<file path="src/rtl/kbd_port_ctrl.sv">
// PS/2 keyboard receive port: synchronizes the raw PS/2 clock/data lines,
// decodes 11-bit frames (start, 8 data LSB first, odd parity, stop) and queues
// good scancodes in a small circular FIFO read through a 32-bit port word
// {22'b0, overflow, ready, scancode}.
module kbd_port_ctrl #(
   parameter int FIFO_AW = 3,
   parameter int TIMEOUT = 4000
) (
   input  logic        clk,
   input  logic        clrn,
   input  logic        ps2_clk,
   input  logic        ps2_data,
   input  logic        rd,
   output logic [31:0] rdata,
   output logic        ready
);

   localparam int DEPTH = 1 << FIFO_AW;
   localparam int TW    = $clog2(TIMEOUT + 1);
   localparam logic [TW-1:0]    TLAST    = TW'(TIMEOUT - 1);
   localparam logic [FIFO_AW:0] FULL_CNT = (FIFO_AW + 1)'(DEPTH);

   typedef enum logic [1:0] {
      IDLE,
      DATA,
      PARITY,
      STOP
   } rx_state_t;

   // synchronizer and edge detector
   logic [1:0] clk_sync;
   logic [1:0] data_sync;
   logic       clk_prev;
   logic       fall;
   logic       bit_in;

   // receiver
   rx_state_t  state, state_d;
   logic [2:0] bit_cnt, bit_cnt_d;
   logic [7:0] shift, shift_d;
   logic       parity_bit, parity_bit_d;
   logic [TW-1:0] timer, timer_d;
   logic       push;

   // fifo
   logic [7:0]         mem [DEPTH];
   logic [FIFO_AW-1:0] rptr, wptr;
   logic [FIFO_AW:0]   count;
   logic               overflow;
   logic               empty, full, pop, wr, drop;
   logic [7:0]         head;

   // Two-flop synchronizers plus one extra stage of the clock line; reset to 1
   // so releasing reset never looks like a falling edge.
   always_ff @(posedge clk or negedge clrn) begin
      if (!clrn) begin
         clk_sync  <= 2'b11;
         data_sync <= 2'b11;
         clk_prev  <= 1'b1;
      end else begin
         clk_sync  <= {clk_sync[0], ps2_clk};
         data_sync <= {data_sync[0], ps2_data};
         clk_prev  <= clk_sync[1];
      end
   end

   assign fall   = clk_prev & ~clk_sync[1];
   assign bit_in = data_sync[1];

   // Receiver state register with its bit counter, shifter, parity and timer.
   always_ff @(posedge clk or negedge clrn) begin
      if (!clrn) begin
         state      <= IDLE;
         bit_cnt    <= 3'd0;
         shift      <= 8'd0;
         parity_bit <= 1'b0;
         timer      <= '0;
      end else begin
         state      <= state_d;
         bit_cnt    <= bit_cnt_d;
         shift      <= shift_d;
         parity_bit <= parity_bit_d;
         timer      <= timer_d;
      end
   end

   // Frame decoding: everything advances on a falling edge; a silent line in
   // mid-frame for TIMEOUT cycles abandons the frame.
   always_comb begin
      state_d      = state;
      bit_cnt_d    = bit_cnt;
      shift_d      = shift;
      parity_bit_d = parity_bit;
      push         = 1'b0;
      timer_d      = (state == IDLE || fall) ? '0 : timer + 1'b1;

      unique case (state)
         IDLE: begin
            if (fall && !bit_in) begin
               state_d   = DATA;
               bit_cnt_d = 3'd0;
            end
         end
         DATA: begin
            if (fall) begin
               shift_d   = {bit_in, shift[7:1]};
               bit_cnt_d = bit_cnt + 3'd1;
               if (bit_cnt == 3'd7) begin
                  state_d = PARITY;
               end
            end
         end
         PARITY: begin
            if (fall) begin
               parity_bit_d = bit_in;
               state_d      = STOP;
            end
         end
         STOP: begin
            if (fall) begin
               push    = bit_in & (^shift ^ parity_bit);
               state_d = IDLE;
            end
         end
         default: begin
            state_d = IDLE;
         end
      endcase

      if (state != IDLE && !fall && timer == TLAST) begin
         state_d   = IDLE;
         bit_cnt_d = 3'd0;
      end
   end

   assign empty = (count == '0);
   assign full  = (count == FULL_CNT);
   assign pop   = rd & ~empty;
   assign wr    = push & (~full | pop);
   assign drop  = push & full & ~pop;

   // FIFO storage; contents need no reset because count gates visibility.
   always_ff @(posedge clk) begin
      if (wr) begin
         mem[wptr] <= shift;
      end
   end

   // FIFO pointers, occupancy and the sticky overflow flag.
   always_ff @(posedge clk or negedge clrn) begin
      if (!clrn) begin
         rptr     <= '0;
         wptr     <= '0;
         count    <= '0;
         overflow <= 1'b0;
      end else begin
         if (wr) begin
            wptr <= wptr + 1'b1;
         end
         if (pop) begin
            rptr <= rptr + 1'b1;
         end
         if (wr && !pop) begin
            count <= count + 1'b1;
         end else if (pop && !wr) begin
            count <= count - 1'b1;
         end
         if (drop) begin
            overflow <= 1'b1;
         end else if (rd) begin
            overflow <= 1'b0;
         end
      end
   end

   assign head  = empty ? 8'h00 : mem[rptr];
   assign ready = ~empty;
   assign rdata = {22'd0, overflow, ready, head};

endmodule

</file>
<file path="config.mk">
export PLATFORM = sky130hd
export DESIGN_NAME = kbd_port_ctrl
export DESIGN_NICKNAME = d
export VERILOG_FILES = /design/src/rtl/kbd_port_ctrl.sv
export SDC_FILE = /design/constraint.sdc
export NUM_CORES = 1
export LEC_CHECK = 0
export ABC_AREA = 1
export CORE_MARGIN = 2
export CORE_UTILIZATION = 58
export DETAILED_ROUTE_END_ITERATION = 8
export PLACE_DENSITY_LB_ADDON = 0.12
export SLEW_MARGIN = 20
export SYNTH_ARGS = -nofsm -noshare
export SYNTH_HDL_FRONTEND = slang
export SYNTH_SLANG_ARGS = --single-unit
export TNS_END_PERCENT = 100
</file>
<file path="constraint.sdc">
create_clock -name clk -period 3.15 [get_ports clk]
set_clock_uncertainty 0.2 [all_clocks]
set_input_delay 0.7875 -clock clk [delete_from_list [all_inputs] [get_ports clk]]
set_output_delay 0.7875 -clock clk [all_outputs]
set_load 0.02 [all_outputs]
</file>
# Word level (Yosys, flattened, before mapping)
# Memories as Yosys holds them, arrays and structs flattened.
# Index checks and enable logic that the tools add are counted.
op_classes:
  eq_ne: 11
  add_sub_neg: 6
  reduce_logical: 21
  n_mux: 21
  n_bitwise: 12
op_table:
  columns: ["cell", "n"]
  rows:
  - ["$add 12x1->12 const B", 1]
  - ["$eq 12x12->1 const B", 1]
  - ["$mux 12", 1]
  - ["$mux 2", 6]
  - ["$ne 3x3->1 const B", 4]
  - ["$add 3x1->3 const B", 3]
  - ["$mux 3", 3]
  - ["$mux 4", 2]
  - ["$mux 8", 1]
  - ["$pmux 2 s4", 1]
  - ["$reduce_xor 8->1", 1]
  - ["$and 1x1->1", 6]
  - ["$mux 1", 6]
  - ["$pmux 3 s2", 1]
  - ["$reduce_bool 2->1", 3]
  - ["$logic_and 1x1->1", 5]
  - ["$reduce_and 5->1", 1]
  - ["$add 4x1->4 const B", 1]
  - ["$eq 2x2->1 const B", 2]
  - ["$eq 4x4->1 const B", 1]
  - ["$logic_not 1->1", 4]
  - ["$logic_not 4->1", 1]
  - ["$not 1->1", 4]
  - ["$reduce_and 2->1", 2]
  - ["other kinds (10)", 10]
word_totals:
  register_bits: 42
  n_memories: 1
  elab_cells: 84
  ram_bits: 64
memory_table:
  columns: ["memory", "words", "width", "rd", "rd_ports_with_merged_regs", "write_ports", "line", "text"]
  rows:
  - ["mem", 8, 8, 1, 0, 1, "46", "logic [7:0] mem [DEPTH];"]

# Logic depth before layout (Yosys ltp)
# Gate-level depths: netlist of run 1.
logic_depth:
  ltp_word: 10
  mapped_depth: 19
  ltp_nobuf: 19

# Worst setup path after synthesis of run 1
# No wires, ideal clock.
synth_timing:
  kind: "input port to flip-flop"
  from: "input port rd"
  to: "register count[3]"
  slack_ps: 360
  path_buffers: 0
  t_arrival_ps: 2465
  cell_stages: 13
  t_required_ps: 2825
  path_cell_list: "inv_1 nand4_1 nand3_2 inv_1 ha_1 inv_1 ha_1 a21o_1 a21oi_1 nand2_1 nand2_1 nor2_1 xor2_1"
synth_between:
  elab_chain_cells: 6
  elab_cells_between_ends: 9
  cone_classes: "mux: 1; bitwise: 3; reduce/logical: 5"
synth_lines:
  columns: ["item", "line", "text"]
  rows:
  - ["from (decl)", "13", "input logic rd,"]
  - ["$and 1x1->1 (*)", "138", "assign pop = rd & ~empty;"]
  - ["$or 1x1->1 (*)", "139", "assign wr = push & (~full | pop);"]
  - ["$and 1x1->1 (*)", "139", null]
  - ["via wr", "50", "logic empty, full, pop, wr, drop;"]
  - ["$logic_not 1->1", "165", "end else if (pop && !wr) begin"]
  - ["$logic_and 1x1->1", "165", null]
  - ["$reduce_bool 2->1 (no source line)", null, null]
  - ["to (signal assigned)", "164", "count <= count + 1'b1;"]
  - ["to (signal assigned)", "166", "count <= count - 1'b1;"]
  - ["to (decl)", "48", "logic [FIFO_AW:0] count;"]
# Mark *: on every way through the listed nets, which the timed path passes. The rest lies on a longest branch.
# A chain may end at the register's enable or synchronous reset.

# Final worst setup path of run 1
layout_timing:
  from: "register rptr[0]"
  to: "output port rdata[0]"
layout_between:
  elab_chain_cells: 2
layout_lines:
  columns: ["item", "line", "text"]
  rows:
  - ["from (decl)", "47", "logic [FIFO_AW-1:0] rptr, wptr;"]
  - ["from (signal assigned)", "161", "rptr <= rptr + 1'b1;"]
  - ["$mem_v2 8x8", null, null]
  - ["$mux 8", "176", "assign head = empty ? 8'h00 : mem[rptr];"]
  - ["to (decl)", "14", "output logic [31:0] rdata,"]
# Every way passes these cells.

==> impl_metrics.ini, run 1 <==
[power]
power_mw = 4.67
peakVddDrop_mv = 0.484
cellLeakagePower_nw = 2.25
p_per_area_nw_per_um2 = 854

[route]
vias_per_cell = 5.23
drtAntennaViolNets = 0
vias = 3233
drt_pass1_iterations = 4
drtIter0Drc = 182
routed_wirelength_um = 8530
wire_per_inst_um = 13.8
drc_errors = 0

[sta]
min_period_over_period_pct = 94.4
drv_slew = 0
grt_setup_unrepaired = false
period_needed_ps = 2970
setup_viol = 0
worstMarginPinSlew_ps = 944
clock.fmax_mhz = 336
relSlewSlack_pct = 37.1
hold_viol_final = 0
whs_ps = 161

[logic_synthesis]
synth_ff_type = edfxtp_1
synthDistinctLibCells = 34
yosys.area.top_type = edfxtp_1
ys_warn_count = 0
synth_cells = 478
yosysMostFrequentCell = nor2_1
synth_top_area_share_pct = 38.5
synthTopCellsByCount = nor2_1 (88), nand2_1 (72), edfxtp_1 (64)
synth_edf_count = 64
avgSynthCellArea_um2 = 10.4
synth.cell_area_um2 = 4990
synth_area_leaders = edfxtp_1 (39%), dfrtp_1 (19%), nor2_1 (6.6%), nand2_1 (5.4%), buf_4 (3.6%)
ys_seq_area_share_pct = 59.7
async_flop_share_pct = 39.6
synth-seq-cells = 106

[grt]
grt_pass1_vias = 3111
grt.overflow.total = 0
grt_max_degree = 43
grt_use_total_pct = 19.5
antenna_found_initial = 0
grt_pass1_wl_um = 14500

[floorplanning]
num_rows = 33
core_area_um2 = 8260
die_h_um = 96.7
die_w_um = 96.7
ios = 38
start_util_pct = 60.4
die_area_um2 = 9350

[cts]
clk_latency_ps = 370
clkSinkCount = 106
htree_levels = 3
cts-buffers-inserted = 9
cts-root-buf = clkbuf_8
clk_path_buf_depth = 2
cts_tree = built
clkTransAtPathRegs_ps = 100

[final_layout]
num-nets-final = 526
area_growth_pct = 9.84
drive_above_1_share_pct = 16.2
antenna_cells = 0

[worst_setup_path]
start_kind = flip-flop
endpoint_kind = primary output
required_ps = 2160
critical_path_class = reg2out
critPathArrivalTime_ps = 1990
cp_max_fo = 26
r2r_setup_slack_ps = 350

[place]
dpl.hpwl_um = 5730
gp_congestion = 0.823
numPortBuffers = 15

[hold_path]
hold_class = reg2reg

[run_status]
status = finished clean

[job]
cap_viol_max_count = 0
==> through the flow <==
stage	util, %	area (um^2)	std cells	worst slack (ps)	TNS, ps
CTS	65.7	5430	613	131	0
finish	66.3	5480	618	177	0
global placement	63.6	5250	597	63.6	0
detailed placement	63.6	5250	597	-33.5	-33.5
global route	66.3	5480	618	3.97	0
floorplan	-	5060	499	360	0
==> layer usage <==
layer	part of all wire (%)	wire length (um)	GRT usage, %	vias to the layer above
li1	-	-	-	1624
met1	43	3670	24.9	1520
met2	51	4320	33.3	73
met3	4.6	389	3.61	16
met4	1.9	161	7.04	0
met5	0	0	0	-
==> state kept, by name, summed over array words and instances, names as in the netlist <==
register and count:
mem 64, state 2, shift 8, timer 12, wptr 3, parity_bit 1
clk_prev 1, data_sync 2, bit_cnt 3, count 4, clk_sync 2, rptr 3
overflow 1
==> layout make-up <==
class,count,area [um^2]
Inverter,35,131
Tap cell,105,131
Multi-Input combinational cell,321,1720
Timing Repair Buffer,35,324
Clock buffer,9,124
Sequential cell,106,2990
Clock inverter,7,58.8
Fill cell,644,2780
==> layout by cell type (no fill, tap or decap), drive strengths merged, types with 7 or more instances in the layout <==
master       instances
dlygate4sd2          7
nor2                96
buf                 21
edfxtp              64
clkbuf               9
nand3               16
o32ai               16
nand2               79
ha                  12
dfrtp               37
inv                 39
xor2                 7
o21ai               48
conb                22
==> worst max-delay path: stages (launching register included) <==
cell and delay (ps):
dfrtp_1 430, inv_2 100, buf_12 170, nor2_1 50, o32ai_1 280, o21ai_0 150
nor2_1 110, dlygate4sd2_1 330
==> path summary, 6_finish.rpt <==
kind / start / to / cells past startpoint
setup / recovery: rptr[0] / rdata[0] / 7
hold / removal: data_sync[0] / data_sync[1] / 0
setup reg to reg: shift[1] / count[3] / 18
hold reg to reg: data_sync[0] / data_sync[1] / 0
max in group asynchronous: clrn / shift[2] / 1
min in group asynchronous: clrn / timer[9] / 1
==> repair_timing <==
item | 4_1_cts | 5_1_grt
setup endpoints to repair | 8 | 2
gates resized for setup | 8 | 8
setup buffers | 0 | 5
hold buffers | 0 | 0
==> cell families after synthesis <==
group                      count (synthesis)  synth area share (%)
adders and majority gates                 13                  3.41
and+or+nand+nor                          204                  18.9
DFF                                      106                  59.7
AOI/OAI and AO/OA                         71                  8.38
xor gates and xnor gates                   9                  1.58
muxes                                      2                 0.452
buffers and inverters                     72                  7.40
other                                      1                0.0752
==> power breakdown <==
group | internal [mW] | switching [mW]
logic | 0.760 | 1.25
registers | 1.71 | 0.163
clock network | 0.302 | 0.488
No activity file was read; power rests on OpenSTA's default activity.
==> run 2, diff against run 1 <==
--- a/config.mk
+++ b/config.mk
@@ -9,8 +9,7 @@
 export CORE_MARGIN = 2
 export CORE_UTILIZATION = 58
 export DETAILED_ROUTE_END_ITERATION = 8
-export PLACE_DENSITY_LB_ADDON = 0.12
-export SLEW_MARGIN = 20
+export PLACE_DENSITY = 0.79
 export SYNTH_ARGS = -nofsm -noshare
 export SYNTH_HDL_FRONTEND = slang
 export SYNTH_SLANG_ARGS = --single-unit
==> run 2 against run 1 <==
Effect of this change: core utilization decreased by 0.35 points; wire length is 6.0% higher; clock power grew 12%; sequential power increased by 5%.
==> impl_metrics.ini, run 2 (synthesis gave the netlist of run 1 again) <==
[final_layout]
area_growth_pct = 9.26
filler_cell_count = 622
largest_reg_flops = 64
largestRegisters = mem x64, timer x12, shift x8
num-nets-final = 520
layout_commonest_cell = nor2_1
layout_common_cells = nor2_1 (88), nand2_1 (72), edfxtp_1 (64), o21ai_0 (34)
drive_above_1_share_pct = 15.4
multi_input_area_um2 = 1720
antenna_cells = 0
postLayoutCellArea_um2 = 5450
top_register = mem
seq_area_um2 = 2990

[floorplanning]
die_area_um2 = 9350
die_h_um = 96.7
start_util_pct = 60.4
ios = 38
num_rows = 33
die_w_um = 96.7
core_area_um2 = 8260

[grt]
use_met1_pct = 25.9
grt_pass1_vias = 3139
antenna_found_initial = 0
met2_usage_pct = 33.4
grt_pass1_wl_um = 15000
met3_usage_pct = 4.41
grt.overflow.total = 0
grt_use_total_pct = 19.9
grt_most_used_layer = met2
grt_max_degree = 43

[cts]
htree_levels = 3
post_cts_buffers = 0
cts_hold_buf = 0
clk_path_buf_depth = 2
clk_latency_ps = 360
cts-buffers-inserted = 9
clkTransAtPathRegs_ps = 100
cts-root-buf = clkbuf_8
cts_resized = 8
cts_tree = built
clkSinkCount = 106

[route]
wire_per_inst_um = 14.8
vias = 3336
drc_errors = 0
drt_pass1_iterations = 4
routed_wirelength_um = 9040
drtIter0Drc = 174
vias_per_cell = 5.45
drtAntennaViolNets = 0

[sta]
hold_viol_final = 0
relSlewSlack_pct = 37.1
clock.fmax_mhz = 332
drv_slew = 0
worstMarginPinSlew_ps = 943
grt_setup_unrepaired = false
fin_tns_setup_ps = 0
period_needed_ps = 3010
min_period_over_period_pct = 95.7
setup_viol = 0
whs_ps = 164

[run_status]
status = finished clean

[place]
place_area_um2 = 5230
gp_congestion = 0.794
dpl.hpwl_um = 6080
numPortBuffers = 15

[worst_setup_path]
cp_max_fo = 15
endpoint_kind = primary output
required_ps = 2160
critPathArrivalTime_ps = 2030
start_kind = flip-flop
critical_path_class = reg2out

[power]
peakVddDrop_mv = 0.471
p_per_area_nw_per_um2 = 866
cellLeakagePower_nw = 2.23
power_mw = 4.72

[job]
cap_viol_max_count = 0

[hold_path]
hold_class = reg2reg
run 2: where the power goes:
part / switching [mW] / leakage (nW) / internal (mW)
Combinational: 1.17 / 1.01 / 0.699
Sequential: 0.256 / 1.11 / 1.71
Clock: 0.491 / 0.110 / 0.392
run 2: metrics by stage:
stage / std cells / setup slack [ps] / utilization [%]
6_report: 612 / 135 / 66.0
3_3_place_gp: 596 / 64.9 / 63.4
4_1_cts: 612 / 83.3 / 65.8
5_1_grt: 612 / 9.69 / 66.0
3_5_place_dp: 596 / -74.4 / 63.4
2_1_floorplan: 499 / 360 / -
run 2: per-layer routing:
metal / wire length (um) / vias to the layer above
met1: 3680 / 1587
li1: - / 1622
met2: 4640 / 115
met3: 612 / 12
met5: 0 / -
met4: 107 / 0
run 2: path summary, 6_finish.rpt:
path | startpoint | to | slack [ps] | cells past startpoint
setup reg to reg | shift[1] | count[3] | 190 | 18
setup / recovery | rptr[0] | rdata[7] | 140 | 6
min in group asynchronous | clrn | timer[1] | 370 | 1
max in group asynchronous | clrn | shift[2] | 1740 | 1
hold / removal | clk_sync[0] | clk_sync[1] | 160 | 0
hold reg to reg | clk_sync[0] | clk_sync[1] | 160 | 0
run 2: final cells by class:
cell class	instances	area share [%]
sequential	106	54.9
multi-input combinational	321	31.5
timing repair buffer	29	4.87
inverter	35	2.41
tap	105	2.41
clock buffer	9	2.27
clock inverter	7	1.65
run 2: worst max-delay path, stage by stage, from the launching register on:
cell and delay (ps):
dfrtp_1 460, buf_4 240, nor2_1 70, o32ai_1 330, o21ai_1 150, nor2_1 110, dlygate4sd2_1 330
